## src/rtl/sta_output_drain.sv

```systemverilog
// ---------------------------------------------------------------------------
// sta_output_drain
//
// Snapshots the four accumulator rows of a 4x4 systolic array on a capture
// pulse and drains them one row per beat over a valid/ready stream. A capture
// that arrives while a drain is still in progress is dropped and flagged in a
// sticky overflow bit. The only exception is a capture in the same cycle as
// the final-row transfer: that capture is accepted back-to-back.
//
// Optional feature macro:
//   STA_DRAIN_RELU_EN - when defined, each output lane is clamped to
//                       max(value, 0) as it is loaded into the output
//                       register. The snapshot buffer always keeps the raw
//                       accumulator values.
//
// Reset is synchronous and active-low ('reset' sampled on the clk edge).
// ---------------------------------------------------------------------------
module sta_output_drain #(
    parameter int N = 4
) (
    input  logic               clk,
    input  logic               reset,
    input  logic               capture,
    input  logic signed [31:0] C0 [0:N-1],
    input  logic signed [31:0] C1 [0:N-1],
    input  logic signed [31:0] C2 [0:N-1],
    input  logic signed [31:0] C3 [0:N-1],
    output logic               out_valid,
    input  logic               out_ready,
    output logic [1:0]         out_row,
    output logic signed [31:0] out_data [0:N-1],
    output logic               out_last,
    output logic               busy,
    output logic               overflow,
    input  logic               clr_overflow
);

    typedef enum logic {
        ST_IDLE  = 1'b0,
        ST_DRAIN = 1'b1
    } state_t;

    localparam logic [1:0] LAST_ROW = 2'd3;

    // Output lane transform: optional ReLU applied only on the way out.
`ifdef STA_DRAIN_RELU_EN
    function automatic logic signed [31:0] lane_out_f(input logic signed [31:0] v);
        if (v < 32'sd0) begin
            return 32'sd0;
        end else begin
            return v;
        end
    endfunction
`else
    function automatic logic signed [31:0] lane_out_f(input logic signed [31:0] v);
        return v;
    endfunction
`endif

    state_t             state_q, state_d;
    logic [1:0]         row_q, row_d;
    logic signed [31:0] buf_q      [0:N-1][0:N-1];
    logic signed [31:0] buf_d      [0:N-1][0:N-1];
    logic signed [31:0] out_data_q [0:N-1];
    logic signed [31:0] out_data_d [0:N-1];
    logic               overflow_q, overflow_d;

    logic               drain_s;
    logic               xfer_s;
    logic               last_xfer_s;
    logic               accept_s;
    logic               drop_s;

    // Handshake decode: a beat moves only when presented and accepted; a
    // capture is taken when idle or exactly on the final-row transfer.
    always_comb begin
        drain_s     = (state_q == ST_DRAIN);
        xfer_s      = drain_s && out_ready;
        last_xfer_s = xfer_s && (row_q == LAST_ROW);
        accept_s    = capture && (!drain_s || last_xfer_s);
        drop_s      = capture && drain_s && !last_xfer_s;
    end

    // Next-state logic for the FSM, row counter, snapshot, output data and
    // sticky overflow flag.
    always_comb begin
        state_d    = state_q;
        row_d      = row_q;
        buf_d      = buf_q;
        out_data_d = out_data_q;
        overflow_d = overflow_q;

        case (state_q)
            ST_IDLE: begin
                if (capture) begin
                    state_d = ST_DRAIN;
                end else begin
                    state_d = ST_IDLE;
                end
            end
            ST_DRAIN: begin
                if (last_xfer_s && !capture) begin
                    state_d = ST_IDLE;
                end else begin
                    state_d = ST_DRAIN;
                end
            end
            default: begin
                state_d = ST_IDLE;
            end
        endcase

        if (accept_s) begin
            row_d = 2'd0;
        end else if (xfer_s) begin
            row_d = row_q + 2'd1;
        end else begin
            row_d = row_q;
        end

        if (accept_s) begin
            for (int i = 0; i < N; i++) begin
                buf_d[0][i] = C0[i];
                buf_d[1][i] = C1[i];
                buf_d[2][i] = C2[i];
                buf_d[3][i] = C3[i];
            end
        end else begin
            buf_d = buf_q;
        end

        // The output register is loaded with the row that will be presented
        // next cycle; a fresh capture always presents row 0 straight from
        // the inputs, so the read does not depend on the buffer next-state.
        if (state_d == ST_DRAIN) begin
            if (accept_s) begin
                for (int i = 0; i < N; i++) begin
                    out_data_d[i] = lane_out_f(C0[i]);
                end
            end else begin
                for (int i = 0; i < N; i++) begin
                    out_data_d[i] = lane_out_f(buf_q[row_d][i]);
                end
            end
        end else begin
            out_data_d = out_data_q;
        end

        // A dropped capture takes priority over a clear in the same cycle.
        if (drop_s) begin
            overflow_d = 1'b1;
        end else if (clr_overflow) begin
            overflow_d = 1'b0;
        end else begin
            overflow_d = overflow_q;
        end
    end

    // State registers with synchronous active-low reset.
    always_ff @(posedge clk) begin
        if (!reset) begin
            state_q    <= ST_IDLE;
            row_q      <= 2'd0;
            overflow_q <= 1'b0;
            for (int r = 0; r < N; r++) begin
                out_data_q[r] <= 32'sd0;
                for (int i = 0; i < N; i++) begin
                    buf_q[r][i] <= 32'sd0;
                end
            end
        end else begin
            state_q    <= state_d;
            row_q      <= row_d;
            overflow_q <= overflow_d;
            for (int r = 0; r < N; r++) begin
                out_data_q[r] <= out_data_d[r];
                for (int i = 0; i < N; i++) begin
                    buf_q[r][i] <= buf_d[r][i];
                end
            end
        end
    end

    // Outputs are direct decodes of registered state.
    always_comb begin
        out_valid = (state_q == ST_DRAIN);
        busy      = (state_q == ST_DRAIN);
        out_row   = (state_q == ST_DRAIN) ? row_q : 2'd0;
        out_last  = (state_q == ST_DRAIN) && (row_q == LAST_ROW);
        overflow  = overflow_q;
        for (int i = 0; i < N; i++) begin
            out_data[i] = out_data_q[i];
        end
    end

endmodule

```

## config.mk

```make
export PLATFORM = sky130hd
export DESIGN_NAME = sta_output_drain
export DESIGN_NICKNAME = d
export VERILOG_FILES = /design/src/rtl/sta_output_drain.sv
export SDC_FILE = /design/constraint.sdc
export NUM_CORES = 1
export LEC_CHECK = 0
export CORE_UTILIZATION = 30
export CTS_BUF_LIST = sky130_fd_sc_hd__clkbuf_16
export DETAILED_ROUTE_END_ITERATION = 12
export SETUP_SLACK_MARGIN = 0.02
export SYNTH_ARGS = -nofsm -noshare
export SYNTH_HDL_FRONTEND = slang
export SYNTH_SLANG_ARGS = --single-unit
```

## constraint.sdc

```tcl
create_clock -name clk -period 3.7 [get_ports clk]
set_clock_uncertainty 0.2 [all_clocks]
set_input_delay 0.555 -clock clk [delete_from_list [all_inputs] [get_ports clk]]
set_output_delay 0.555 -clock clk [all_outputs]
set_load 0.02 [all_outputs]
```

==> results of run 1 <==
==> layout make-up <==
type                       count  area (µm²)  area share [%]
tap                         1254        1569           4.046
antenna                        8       20.02         0.05163
timing repair buffer         732        7619           19.65
clock inverter                59       464.2           1.197
clock buffer                  74        1852           4.776
inverter                       3       11.26         0.02904
multi-input combinational   2416       14350           37.00
sequential                   644       12890           33.25
==> state kept, by name, indices dropped and copies added (netlist names) <==
name,cells
row_q,2
buf_q,512
out_data,128
overflow,1
busy,1
==> placed cells by master, fill, tap and decap left out, drive strengths merged <==
cell type / n
bufinv: 5
nand3b: 1
nand3: 1
a21boi: 514
a21bo: 1
a21oi: 42
inv: 30
nor2b: 3
or3: 38
ha: 1
dfxtp: 644
mux2i: 128
nand4: 38
clkdlybuf4s50: 648
nor3: 38
diode: 8
o21ai: 91
nand2b: 1
a211oi: 90
and3b: 1
o21a: 1
o211ai: 76
nor3b: 1
o22ai: 90
nand4bb: 1
a311oi: 1
buf: 83
clkbuf: 75
nor2: 2
o2bb2ai: 38
and2: 4
and3: 91
nand2: 1032
a21o: 1
clkinv: 27
mux2: 90
==> metal layers <==
layer  share of wire [%]  vias up
met5               0.061        -
met4                 2.9       10
met3                 4.9      167
met2                  48      714
met1                  45    12550
li1                    -    12690
==> worst max path at each step <==
| stage | start | to | depth (start not counted) |
|---|---|---|---|
| floorplan | out_ready | out_data[16] | 7 |
| global placement | out_ready | out_data[63] | 9 |
| global route | row_q[1] | out_last | 3 |
| CTS | row_q[1] | out_last | 3 |
| finish | row_q[1] | out_last | 3 |
| detailed placement | out_ready | out_data[63] | 9 |
==> critical path: stages (launching register included) <==
cell and delay, ps:
dfxtp_1 460, ha_1 300, and2_1 160, clkdlybuf4s50_1 650
==> cells by family (layout without fill, tap and decap cells) <==
group | after synthesis | count (layout)
DFF | 644 | 644
muxes | 218 | 218
AOI/OAI and AO/OA | 945 | 945
other | 0 | 8
buffers and inverters | 323 | 868
adders and majority gates | 1 | 1
and+or+nand+nor | 1252 | 1252
==> per-stage QoR <==
stage,hold WS [ps],setup WS [ps]
global route,189.3,677.1
floorplan,239.0,1538
detailed placement,253.4,521.7
finish,197.9,759.8
global placement,245.7,543.9
CTS,154.3,715.6
==> where the power goes <==
part | leakage [nW] | switching, mW | internal [mW]
clock | 1.22 | 3.12 | 4.03
sequential | 5.29 | 0.255 | 7.38
combinational | 7.92 | 1.67 | 1.47
total | 14.4 | 5.05 | 12.9
==> Yosys cell counts (2+ instances only) <==
cell type	instances
mux2_2	71
buf_4	5
nand2_1	1031
a21oi_1	42
and3_1	91
o21ai_0	91
clkbuf_1	206
o22ai_1	90
inv_1	2
mux2i_1	128
a21boi_0	513
buf_2	86
nor3_1	38
nand4_1	38
o2bb2ai_1	38
dfxtp_1	644
buf_1	19
o211ai_1	76
and2_1	4
mux2_1	19
buf_6	4
or3_1	38
a211oi_1	90
nor2b_1	3
==> flow_summary.ini, run 1 <==
[worst_setup_path]
critPathKind = flip-flop to output port
reg2reg_from = row_q[1]
rrSetupSlack_ps = 950
arrival_ps = 2190
reg2regPathDepth = 8
worst_setup_path_start_kind = flip-flop
r2r-end = out_data[114]
cp.required_ps = 2940
path_max_fanout = 5
cp-end-kind = output port

[power]
powerDensity_nw_per_um2 = 462.1
vdd.ir_drop.worst_mv = 0.3412
total_power_mw = 17.92
p_leak_nw = 14.43

[hold_path]
hp-class = input pin to flip-flop
hold_depth = 2
worstHoldEndpoint = buf_q[154]
worst_hold_startpoint = reset

[placement]
buffer_ports.inserted = 650
globalplace.congestion = 0.8290
place_area_um2 = 36440
hpwlAfterDp_um = 72750
dp_cells = 5049

[die]
initial_core_util_pct = 30.40
rows = 112
die_area_um2 = 96240
io_pins = 651
die_w_um = 310.2
core_um2 = 93750
die_h_um = 310.2

[routing]
drtIter0Drc = 1824
routed_wl_um = 108700
ant_nets = 0
routed-via-count = 26130
drc = 0
post_drt_wl_per_cell_um = 20.93
dr.pass1.iters = 8
viasPerCell = 5.034

[timing]
setup_tns_ps = 0
grt_setup_unrepaired = no
slew_headroom_pct = 26.66
tightestPinTransition_ps = 1100
setup_viol = 0
clock.fmax_ghz = 0.3401
slew_viol_final = 0
hold_viol = 0
finalCritPeriodShare_pct = 79.47
finalCriticalPeriod_ps = 2940

[global_route]
met1_usage_pct = 29.04
grt_use_met2_pct = 35.65
grt_pass1_vias = 25690
grt_usage_pct = 21.75
grt-busiest-layer = met2
grt_max_degree = 227
grtUsageMet3_pct = 3.045
grt_pass1_wl_um = 160500
antenna_found_initial = 11
grt-ovfl-total = 0

[logic_synthesis]
synth_ff_type = dfxtp_1
muxShareOfSynthArea_pct = 8.052
synth_area_um2 = 28500
ys_warn_count = 0
synthTopCellsByArea = dfxtp_1, nand2_1, a21boi_0, mux2i_1, mux2_2
netlist_instances = 3383
synth.distinct_cells = 40
synth-simple-area-share_pct = 18.32
synth_top_area_share_pct = 45.24
synth_compound_area_share_pct = 23.55
synthXorXnorAreaFrac_pct = 0
syn-mean-instance-area_um2 = 8.424
synth-seq-cells = 644
synth-seq-area-share_pct = 45.24
synthAdderAreaFrac_pct = 0.04390
synth_top_cell_by_area = dfxtp_1
synth_top_family_by_area = compound AO/OA/AOI/OAI gates
synth_edf_count = 0
synth.net_count = 3901
async_flop_share_pct = 0

[clocking]
root_buffer = clkbuf_16
cts_buffers = 74
insertion_delay_ps = 630
cts_max_level = 3
clock_path_buffers = 3
clk_pin_slew_ps = 60
clock_sinks = 644
cts_tree = built
hold_buffers = 0
postCtsSetupBuffers = 0
cts_resized = 0

[final_layout]
area_growth_pct = 36.05
layout-drive-gt1-share_pct = 6.899
fillCellCount = 9420
layout.nets = 4389
fin_util_pct = 41.36
finalNonFillerCells = 5190
stdcell_area_um2 = 38770

[run]
drv_cap = 0

[status]
status = finished, final reports clean
(Power assumes the default switching activity.)
==> run 2: changes to the inputs <==
clock period = 2.7 ns   (was 3.7 ns; I/O delays follow)
==> run 2 against run 1 <==
  * Combinational power grew 45%
  * Clock power grew 36%
  * Utilization grew 1.2 points
  * Wire length shrank 0.16%
  * Setup slack lost 570 ps
  * Final cell count grew 1.6%
  * Power grew 38%
  * Clock-buffer cell count grew 4
  * Global-route usage is essentially flat
  * Largest cell class unchanged
  * Largest power group unchanged
==> flow_summary.ini, run 2 (synthesized netlist as in run 1, its figures left out) <==
[status]
status = finished, final reports clean

[power]
switchingPower_mw = 6.866
power.share.clock_pct = 39.3
total_power_mw = 24.71
comb_power_share_pct = 18.4
switching_share_pct = 27.78
p_seq_share_pct = 42.4
intPower_mw = 17.85
p_leak_nw = 14.97
powerDensity_nw_per_um2 = 619.7
vdd.ir_drop.worst_mv = 0.4307

[worst_setup_path]
r2r-end = out_data[109]
arrival_ps = 1910
cp.required_ps = 2100
cp-end-kind = output port
max_stage_delay_ps = 470
path_cells = ha_2, and2_1, dlygate4sd2_1
worst_setup_path_start_kind = flip-flop
crit_slowest_cell = dfxtp_1
reg2reg_from = row_q[1]
path_max_fanout = 5
rrSetupSlack_ps = 330
reg2regPathDepth = 8
critPathKind = flip-flop to output port
startpoint = row_q[1]

[clocking]
cts_buffers = 75
clock_sinks = 644
cts_tree = built
insertion_delay_ps = 610
clk_pin_slew_ps = 60
root_buffer = clkbuf_16
clock_path_buffers = 3
cts_max_level = 3

[final_layout]
multi_input_area_um2 = 14350
layout-drive-gt1-share_pct = 8.919
layout_common_cells = nand2_1, clkdlybuf4s50_1, dfxtp_1, a21boi_0, mux2i_1
layout.nets = 4474
area_growth_pct = 39.92
fillCellCount = 9254
ff_latch_area_um2 = 12900
largest_reg_flops = 512
final_common_cell = nand2_1
max_flop_register = buf_q

[routing]
routed-via-count = 26250
ant_nets = 0
viasPerCell = 4.977
dr.pass1.iters = 7
drc = 0
drtIter0Drc = 1733
routed_wl_um = 108500
post_drt_wl_per_cell_um = 20.56

[hold_path]
hp-class = input pin to flip-flop
worstHoldEndpoint = busy
worst_hold_startpoint = capture
hold_depth = 3

[global_route]
grtUsageMet3_pct = 2.895
grt-ovfl-total = 0
grt_pass1_vias = 25540
grt_pass1_wl_um = 160500
grt-busiest-layer = met2
grt_usage_pct = 21.76
grt_use_met2_pct = 35.99
met1_usage_pct = 28.92
grt_max_degree = 144
antenna_found_initial = 7

[die]
io_pins = 651
initial_core_util_pct = 30.40
core_um2 = 93750
die_w_um = 310.2
rows = 112
die_h_um = 310.2
die_area_um2 = 96240

[timing]
grt_setup_unrepaired = no
slew_viol_final = 0
slew_headroom_pct = 39.78
finalCriticalPeriod_ps = 2511
setup_viol = 0
tightestPinTransition_ps = 903.3
finalCritPeriodShare_pct = 93.01
hold_viol = 0
clock.fmax_ghz = 0.3982
worst_slack_ps = 188.8

[placement]
globalplace.congestion = 0.8299
buffer_ports.inserted = 650
hpwlAfterDp_um = 76650
pre_cts_slack_ps = -223.8

[run]
drv_cap = 0
==> run 2: cell types whose count changed in the layout (fill, tap and decap cells not counted), moves of 3 or more <==
cell             before  now
buf_12               39   76
buf_4                43   89
clkbuf_16            74   78
clkdlybuf4s50_1     648  645
clkinv_1             15   19
clkinv_8              0    3
clkinvlp_4            0    4
inv_1                22   19
inv_16                3    0
==> run 2: layer usage <==
metal / share of wire, % / vias to the layer above
met5: 0.011 / -
met4: 3.2 / 2
met3: 4.9 / 162
met2: 48 / 703
met1: 44 / 12530
li1: - / 12850
==> run 2: how the worst max path moves through the flow <==
stage	endpoint	slack, ps	cells after the start
floorplan	out_data[117]	610	8
global placement	out_data[31]	-160	8
global route	out_last	80	3
detailed placement	out_data[31]	-220	8
CTS	out_row[0]	40	3
finish	out_last	190	3
==> run 2: what timing repair did <==
action / 4_1_cts / 5_1_grt
buffers inserted: 0 / 0
resized for setup: 5 / 2
endpoints found under the hold margin: 13 / 0
hold buffers: 1 / 0
endpoints found under the setup margin: 5 / 1
==> run 2: layout make-up <==
cell class	instances	share of cell area (%)
Clock buffer	78	4.895
Tap cell	1254	3.934
Timing Repair Buffer	816	21.85
Sequential cell	644	32.34
Antenna cell	7	0.04393
Inverter	3	0.02824
Multi-Input combinational cell	2416	35.98
Clock inverter	57	0.9193
==> run 2: power by group through the flow <==
| stage | Clock (mW) | Combinational [mW] | Sequential [mW] |
|---|---|---|---|
| after global routing | 10.3 | 4.88 | 10.5 |
| after floorplan | 0 | 1.98 | 10.7 |
| after detailed placement | 0 | 4.55 | 10.7 |
| after CTS | 9.93 | 4.57 | 10.5 |
| after global placement | 0 | 4.52 | 10.7 |
| final | 9.70 | 4.54 | 10.5 |
==> run 2: stage by stage <==
step	hold slack, ps	TNS (ps)	std cells	cell area (µm²)	util, %
floorplan	239.0	0	3383	28500	-
global placement	244.9	-4831	5132	37520	40.03
detailed placement	251.6	-10680	5132	37520	40.03
CTS	3.180	0	5268	39860	42.51
global route	81.42	0	5273	39870	42.53
finish	44.51	0	5275	39880	42.54
==> run 2: worst max-delay path: cells and delay by family, from the launching register on <==
kind | cells | cell delay (ps)
AND/OR/NAND/NOR | 1 | 130
buffers and inverters | 1 | 400
flip-flops | 1 | 470
adder cells (fa/ha/maj) | 1 | 310
==> run 3: changes to the inputs <==
==> constraint.sdc (replaced) <==
create_clock -name clk -period 2.7 [get_ports clk]
set_clock_uncertainty 0.2 [all_clocks]
set_input_delay 0.405 -clock clk [delete_from_list [all_inputs] [get_ports clk]]
set_output_delay 0.405 -clock clk [all_outputs]
set_load 0.05 [all_outputs]
==> run 3 against run 2 <==
  * Sequential power about the same
  * Combinational power up 8.4%
  * First-iteration DRC count fell by 1.6%
  * Global-route usage barely moved
  * Utilization about the same
  * Sequential cell count is the same
  * Wire length increased by 0.13%
  * Critical endpoint is now out_data[93]
  * Critical path type unchanged
==> flow_summary.ini, run 3 (synthesized netlist as in run 1, its figures left out) <==
[routing]
dr.pass1.iters = 5
met2_wirelength_um = 51790
viasPerCell = 5.007
wl_met1_um = 48220
ant_nets = 0
post_drt_wl_per_cell_um = 20.59
drtIter0Drc = 1705
top_layer = met5
routed-via-count = 26410
drc = 0
routed_wl_um = 108600
route.met3.wl_um = 5103

[clocking]
cts_max_level = 3
clock_path_buffers = 3
clock_sinks = 644
root_buffer = clkbuf_16
clk_pin_slew_ps = 60
postCtsSetupBuffers = 0
cts_tree = built
insertion_delay_ps = 620
cts_buffers = 74

[die]
die_w_um = 310.2
initial_core_util_pct = 30.40
rows = 112
die_h_um = 310.2
die_area_um2 = 96240
core_um2 = 93750
io_pins = 651

[worst_setup_path]
arrival_ps = 1900
critPathKind = flip-flop to output port
cp_top_family = buffers and inverters
cp.required_ps = 2100
path_max_fanout = 2
cp-end-kind = output port
worst-path-buf-inv = 1
crit_slowest_cell = clkdlybuf4s50_1
path_cells = clkdlybuf4s50_1
worst_setup_path_start_kind = flip-flop
max_stage_delay_ps = 850

[final_layout]
final_common_cell = nand2_1
layout_common_cells = nand2_1, dfxtp_1, clkdlybuf4s50_1, a21boi_0, mux2i_1
area_growth_pct = 39.93
layout.nets = 4480
ff_latch_area_um2 = 12890
multi_input_area_um2 = 14350
layout-drive-gt1-share_pct = 9.145
max_flop_register = buf_q
largest_reg_flops = 512
fin_util_pct = 42.54
fillCellCount = 9230

[timing]
grt_setup_unrepaired = no
tightestPinTransition_ps = 1299
clock.fmax_ghz = 0.3995
setup_viol = 0
slew_headroom_pct = 13.39
slew_viol_final = 0
finalCriticalPeriod_ps = 2503
hold_viol = 0
finalCritPeriodShare_pct = 92.71

[power]
vdd.ir_drop.worst_mv = 0.3960
p_leak_nw = 14.97
total_power_mw = 25.19
powerDensity_nw_per_um2 = 631.7

[hold_path]
hp-class = input pin to flip-flop

[placement]
globalplace.congestion = 0.8280
buffer_ports.inserted = 650
hpwlAfterDp_um = 76900

[global_route]
grt-ovfl-total = 0
grt_pass1_wl_um = 161100
antenna_found_initial = 12
grt_max_degree = 190
grt_pass1_vias = 26100
grt_usage_pct = 21.78

[run]
drv_cap = 0

[status]
status = finished, final reports clean
==> run 3: changes by cell type in the layout (fill, tap and decap cells not counted), moves of 2 or more <==
| cell | previous run | this run |
|---|---|---|
| buf_4 | 89 | 103 |
| clkinv_1 | 19 | 15 |
| clkinvlp_4 | 4 | 0 |
| inv_1 | 19 | 15 |
| buf_12 | 76 | 73 |
| bufinv_16 | 3 | 5 |
| clkdlybuf4s50_1 | 645 | 643 |
| clkinv_2 | 9 | 11 |
| inv_6 | 2 | 0 |
==> run 3: path summary, 6_finish.rpt <==
| kind | slack [ps] | end | from | depth (start not counted) |
|---|---|---|---|---|
| min reg2reg | 260 | buf_q[462] | buf_q[462] | 2 |
| max | 200 | out_data[93] | out_data[93] | 1 |
| min | 50 | out_data[63] | capture | 3 |
| max reg2reg | 300 | out_data[111] | row_q[1] | 9 |
==> run 3: final cells by class <==
cell class | instances | share of cell area (%)
Multi-Input combinational cell | 2416 | 35.98
Sequential cell | 644 | 32.33
Antenna cell | 7 | 0.04392
Inverter | 3 | 0.02824
Tap cell | 1254 | 3.934
Clock buffer | 77 | 4.832
Timing Repair Buffer | 823 | 21.86
Clock inverter | 50 | 0.9914
==> run 3: layer usage <==
metal | track usage [%] | up-vias
met3 | 2.854 | 179
met2 | 36.15 | 724
met4 | 7.996 | 8
met1 | 28.76 | 12630
met5 | 0 | -
li1 | - | 12870
==> run 3: power by group <==
part	switching (mW)	internal (mW)	total, mW
clock network	4.16	5.63	9.80
registers	0.364	10.1	10.5
logic	2.70	2.22	4.92
==> run 3: timing repair <==
action / 4_1_cts / 5_1_grt
setup endpoints to repair: 1 / 0
hold buffers: 1 / 0
resized for setup: 2 / 0
hold endpoints to repair: 22 / 0
==> run 3: stage by stage <==
stage	setup TNS (ps)	setup slack, ps	hold slack [ps]	instances	area (µm²)
global placement	-6601	-186.0	244.9	5139	37530
detailed placement	-7028	-158.2	251.4	5139	37530
finish	0	196.8	50.99	5274	39880
floorplan	0	386.7	239.0	3383	28500
CTS	0	98.69	18.11	5267	39860
global route	0	38.60	51.28	5272	39870
